## src/rtl/vga_pixel_fetch.sv

```systemverilog
// Pixel fetch stage behind the VGA timing generator: frame-buffer reads with
// integer upscaling, sync alignment to read latency, bank select, frame count.
module vga_pixel_fetch #(
    parameter int H_ACTIVE    = 640,
    parameter int V_ACTIVE    = 480,
    parameter int SCALE_SHIFT = 1,
    parameter int FB_AW       = 17,
    parameter int RD_LAT      = 2
) (
    input  logic             vga_pclk,
    input  logic             sys_rst,
    input  logic [9:0]       vga_paddr_h,
    input  logic [9:0]       vga_paddr_v,
    input  logic             vga_hsync_i,
    input  logic             vga_vsync_i,
    input  logic             fb_bank_req,
    output logic             fb_rd_en,
    output logic [FB_AW-1:0] fb_rd_addr,
    output logic             fb_rd_bank,
    input  logic [15:0]      fb_rd_data,
    output logic [3:0]       vga_r,
    output logic [3:0]       vga_g,
    output logic [3:0]       vga_b,
    output logic             vga_hsync,
    output logic             vga_vsync,
    output logic             frame_start,
    output logic [7:0]       frame_cnt
);

    localparam int PIPE = RD_LAT + 2;
    localparam logic [9:0] H_LIM = 10'(H_ACTIVE);
    localparam logic [9:0] V_LIM = 10'(V_ACTIVE);
    localparam logic [FB_AW-1:0] H_SRC = FB_AW'(H_ACTIVE >> SCALE_SHIFT);

    logic             w_active;
    logic             w_origin;
    logic [9:0]       w_h_src;
    logic [9:0]       w_v_src;
    logic [FB_AW-1:0] w_addr;

    logic [PIPE-1:0]  r_hs_sr;
    logic [PIPE-1:0]  r_vs_sr;
    logic [PIPE-2:0]  r_act_sr;
    logic [PIPE-2:0]  r_org_sr;

    assign w_active = (vga_paddr_h < H_LIM) && (vga_paddr_v < V_LIM);
    assign w_origin = (vga_paddr_h == 10'd0) && (vga_paddr_v == 10'd0);
    assign w_h_src  = vga_paddr_h >> SCALE_SHIFT;
    assign w_v_src  = vga_paddr_v >> SCALE_SHIFT;
    assign w_addr   = FB_AW'(w_v_src) * H_SRC + FB_AW'(w_h_src);

    assign vga_hsync = r_hs_sr[PIPE-1];
    assign vga_vsync = r_vs_sr[PIPE-1];

    always_ff @(posedge vga_pclk or posedge sys_rst) begin
        if (sys_rst) begin
            fb_rd_en   <= 1'b0;
            fb_rd_addr <= '0;
            fb_rd_bank <= 1'b0;
        end else begin
            fb_rd_en <= w_active;
            if (w_active)
                fb_rd_addr <= w_addr;
            // Bank only swaps at the frame origin so a frame never tears.
            if (w_origin)
                fb_rd_bank <= fb_bank_req;
        end
    end

    always_ff @(posedge vga_pclk or posedge sys_rst) begin
        if (sys_rst) begin
            r_hs_sr  <= '1;
            r_vs_sr  <= '1;
            r_act_sr <= '0;
            r_org_sr <= '0;
        end else begin
            r_hs_sr  <= {r_hs_sr[PIPE-2:0], vga_hsync_i};
            r_vs_sr  <= {r_vs_sr[PIPE-2:0], vga_vsync_i};
            r_act_sr <= {r_act_sr[PIPE-3:0], w_active};
            r_org_sr <= {r_org_sr[PIPE-3:0], w_origin};
        end
    end

    // Last stage lines up with read data arriving RD_LAT after the strobe.
    always_ff @(posedge vga_pclk or posedge sys_rst) begin
        if (sys_rst) begin
            vga_r       <= 4'd0;
            vga_g       <= 4'd0;
            vga_b       <= 4'd0;
            frame_start <= 1'b0;
            frame_cnt   <= 8'd0;
        end else begin
            if (r_act_sr[PIPE-2]) begin
                vga_r <= fb_rd_data[15:12];
                vga_g <= fb_rd_data[10:7];
                vga_b <= fb_rd_data[4:1];
            end else begin
                vga_r <= 4'd0;
                vga_g <= 4'd0;
                vga_b <= 4'd0;
            end
            frame_start <= r_org_sr[PIPE-2];
            if (r_org_sr[PIPE-2])
                frame_cnt <= frame_cnt + 8'd1;
        end
    end

endmodule

```

## config.mk

```make
export PLATFORM = sky130hd
export DESIGN_NAME = vga_pixel_fetch
export DESIGN_NICKNAME = d
export VERILOG_FILES = /design/src/rtl/vga_pixel_fetch.sv
export SDC_FILE = /design/constraint.sdc
export NUM_CORES = 1
export LEC_CHECK = 0
export ABC_CLOCK_PERIOD_IN_PS = 4000
export CAP_MARGIN = 30
export CORE_AREA = 4 4 69 86
export DETAILED_ROUTE_END_ITERATION = 8
export DIE_AREA = 0 0 73 90
export GPL_TIMING_DRIVEN = 0
export PLACE_DENSITY = 0.85
export SYNTH_ARGS = -nofsm -noshare
export SYNTH_HDL_FRONTEND = slang
export SYNTH_SLANG_ARGS = --single-unit
export TNS_END_PERCENT = 100
```

## constraint.sdc

```tcl
create_clock -name vga_pclk -period 4 [get_ports vga_pclk]
set_input_delay 0.6 -clock vga_pclk [delete_from_list [all_inputs] [get_ports vga_pclk]]
set_output_delay 0.6 -clock vga_pclk [all_outputs]
set_load 0.02 [all_outputs]
```

* Yosys cells after proc, flatten, opt, wreduce, memory -nomap -nowiden
Index checks and enable logic that the tools add are counted.
** Cells by class
- Add/subtract/negate cells :: 2
- Order comparisons :: 2
- Mux-type cells :: 3
- Multiply operators :: 1
- Reduce and logical (&&, ||, !) cells :: 4
** Operators by type and width (number)
- $logic_not A10 Y1 :: 2
- $add A17 B9 Y17 :: 1
- $mux W4 :: 3
- $mul A9 B3 Y11 const B :: 1
- $lt A10 B10 Y1 const B :: 1
- $lt A10 B9 Y1 const B :: 1
- $add A8 B1 Y8 const B :: 1
- $logic_and A1 B1 Y1 :: 2
** Word-level totals
- Logic and storage cells :: 24
- Register bits after elaboration :: 54
- Output and inout port bits :: 42

* Longest topological paths before layout
- Depth in word-level cells :: 2
- Mapped depth :: 9
- Depth with buffers taken out :: 9

* Worst setup path before layout
OpenSTA, ideal clock, no wires.
- Kind :: input-to-reg
- Start :: input vga_paddr_v[2]
- End :: register fb_rd_addr[16]
- Setup slack :: 1.399 ns
- Data required time :: 3.870 ns
- Path buffers :: 0
- Cell stages on the path :: 9
- Library setup time :: 0.130 ns
- Arrival time :: 2.471 ns
- Path through :: ha_1 > ha_1 > fa_1 > xor2_1 > o2111ai_1 > nor3b_1 > nand4_1 > xor2_1 > o21ai_1
** On the way
- Word-level cells in the longest chain between the ends :: 2
- Elaborated cells on any way between the ends :: 4
- Classes of those cells :: add/sub: 1; mul: 1; order compare: 1; reduce/logical: 1
** Ends and longest elaborated chain
- start: declaration :: RTL line 13 : input logic [9:0] vga_paddr_v,
- $mul A9 B3 Y11 or $lt A10 B9 Y1 (tied branches) :: RTL line 50, 46
- $add A17 B9 Y17 or $logic_and A1 B1 Y1 (tied branches) :: RTL line 50, 46
- end signal: assignment :: RTL line 63 : fb_rd_addr <= w_addr;
- end: declaration :: RTL line 18 : output logic [FB_AW-1:0] fb_rd_addr,
Several ways; a longest one is shown, not always the timed one.
A chain may end at the register's enable or synchronous reset.

* Worst setup path after layout
Ends and elaborated chain as after synthesis.

==> reports/metrics.yaml <==
run_status:
  status: "finished clean"
placement:
  post-place-cells: 360
  numPortBuffers: 78
  pre_cts_slack_ns: 0.628
  dp.final_hpwl_mm: 4.31
  gp_congestion: 0.852
synth:
  synth-seq-cells: 53
  synth.area.top_cells: "dfrtp_1 (46%), ha_1 (9.2%), dfstp_2 (8.6%), nand2_1 (5.9%), xor2_1 (4.0%)"
  synth_nets: 280
  synthArstFlopShare_pct: 100
  synth.yosys.seq_area_share_pct: 54.8
  synth-edff-count: 0
  avgSynthCellArea_um2: 11.1
  synth_top_area_share_pct: 46.2
  ys_warn_count: 0
  synth_cells: 219
  synth_top_area_cell: "dfrtp_1"
  ys_types: 36
  synth_common_cells: "dfrtp_1 (45), nand2_1 (38), ha_1 (18)"
  synth_flop_cell: "dfrtp_1"
  synth.most_common_cell: "dfrtp_1"
  syn_area_um2: 2440
cells_and_area:
  fillers: 378
  fin_nets: 366
  drive_gt1_share_pct: 8.82
  fin_cells: 368
  multi_input_area_um2: 1060
  fin_util_pct: 67.6
  insertedDiodeCount: 0
  areaGrowthSynthToFinish_pct: 42.0
  seqCellArea_um2: 1340
timing:
  timing.fmax_ghz: 0.329
  setup_ws_ns: 0.958
  worstMarginPinSlew_ns: 0.588
  finalCriticalPeriod_ns: 3.04
  fin_crit_sh_pct: 76.0
  rsz0062_at_grt: "no"
  timing.hold.ws_ns: 0.355
  slew_headroom_pct: 60.7
  hold_viol_final: 0
  tns_ns: 0
  slew_violations: 0
  skew_ns: 0.00698
  setup_viol: 0
detailed_routing:
  drtPass1Iterations: 4
  wl_met3_um: 394
  routedWlPerCell_um: 14.4
  wirelength_mm: 5.31
  drcViolationCount: 0
  via_per_inst: 5.19
  maxUsedRoutingLayer: "met4"
  wl_met2_mm: 2.79
  vias: 1909
  drt_iter0_drc: 66
  ant_nets: 0
  wl_met1_mm: 2.01
grt:
  grt_usage_pct: 16.5
  grt_max_degree: 28
  antenna_found_initial: 0
  overflow: 0
  grt_pass1_wl_mm: 8.69
  grt_pass1_vias: 1935
clocking:
  clk_pin_slew_ns: 0.09
  cts_made_buffers: 5
  cts_resized: 0
  ctsHtreeMaxLevel: 2
  cts_root_buf: "clkbuf_8"
  post_cts_buffers: 0
  cts.sinks: 53
  clk_path_buf_depth: 2
  cts_tree: "yes"
  holdBufCountCts: 0
  clk_latency_ns: 0.30
setup_path:
  cp.arrival_ns: 3.22
  rr_startpoint: "r_org_sr[2]"
  cp_max_fo: 4
  reg2reg_depth: 4
  startpoint_type: "input port"
  r2r_end: "frame_cnt[7]"
  required_ns: 4.18
  r2r_setup_slack_ns: 2.70
  worstSetupPathType: "in2reg"
  crit_path_end_kind: "register"
floorplanning:
  start_util_pct: 47.6
  row_count: 29
  dieHeight_um: 90
  coreArea_um2: 5120
  die-area_um2: 6570
  ios: 83
  die-width_um: 73
power_and_ir_drop:
  p_leak_nw: 1.55
  vdd_ir_drop_max_uv: 172
  p_per_area_nw_per_um2: 408
job:
  maxCapViolations: 0
hold_path:
  whs_path_depth: 0
  min_to: "r_org_sr[1]"
  min_path_type: "reg2reg"
  worstHoldStart: "r_org_sr[0]"
[worst max path at each step]
stage | start | end | slack, ns | depth (start not counted)
floorplan | vga_paddr_v[2] | fb_rd_addr[16] | 1.40 | 9
global placement | vga_paddr_v[2] | fb_rd_addr[16] | 0.69 | 10
detailed placement | vga_paddr_v[2] | fb_rd_addr[16] | 0.63 | 10
CTS | vga_paddr_v[2] | fb_rd_addr[16] | 0.96 | 10
global route | vga_paddr_v[2] | fb_rd_addr[16] | 0.79 | 10
finish | vga_paddr_v[2] | fb_rd_addr[16] | 0.96 | 10
[worst max-delay path: stages]
cell	delay (ns)
clkdlybuf4s50_1	0.51
ha_1	0.34
ha_1	0.23
fa_1	0.42
a211oi_2	0.35
nor2_1	0.12
nor3b_1	0.26
nand4_1	0.15
xor2_1	0.17
o21ai_1	0.07
[cell type report]
class                   instances  share of cell area, %
plain buffers                   4                  0.434
repair buffers                 79                   23.4
inverters                       8                  0.868
clock inverters                 3                   1.99
well taps                      62                   2.24
multi-input cells             154                   30.5
clock buffers                   5                   1.99
flip-flops and latches         53                   38.6
[power breakdown]
part           internal (mW)  switching, mW  total [mW]
sequential             0.587         0.0231       0.610
combinational          0.179          0.194       0.373
clock                  0.252          0.176       0.428
[registers in the layout, summed over array words and instances (netlist names)]
signal	flops
fb_rd_addr	17
frame_cnt	8
r_hs_sr	4
r_vs_sr	4
vga_b	4
vga_g	4
vga_r	4
r_act_sr	3
r_org_sr	3
fb_rd_bank	1
frame_start	1
[per-stage QoR]
stage	instance area, um2	power [mW]
after detailed placement	3320	0.998
after global routing	3460	1.48
after CTS	3460	1.42
final	3460	1.41
after global placement	3300	0.983
after floorplan	2440	0.822
[routing by layer]
layer / track usage (%) / vias to the layer above
met4: 5.54 / 0
met2: 29.6 / 81
met5: 0 / -
li1: - / 921
met3: 4.02 / 13
met1: 18.4 / 894
[placed cells by master (no fill, tap or decap), types with 3 or more instances in the layout]
master,count
inv_2,3
and2_1,12
nor4_1,5
o21ai_0,4
o21ai_1,11
nor3b_1,4
dfrtp_1,45
xor2_1,11
nand3_1,3
clkbuf_1,3
xnor2_1,5
ha_1,18
clkdlybuf4s50_1,78
clkbuf_8,5
nand2_1,38
nor2b_1,3
inv_1,5
nand4_1,5
dfstp_2,8
mux2_2,3
nor2_1,13
[cells by family after synthesis]
kind of cell,Yosys count,share of synthesized area [%]
XOR/XNOR,17,6.42
multiplexers,3,1.39
AO/OA/AOI/OAI,27,7.14
AND/OR/NAND/NOR,87,17.5
flip-flops,53,54.8
adder cells (fa/ha/maj),20,10.9
buffers and inverters,12,1.85
No activity file was read; power rests on OpenSTA's default activity.
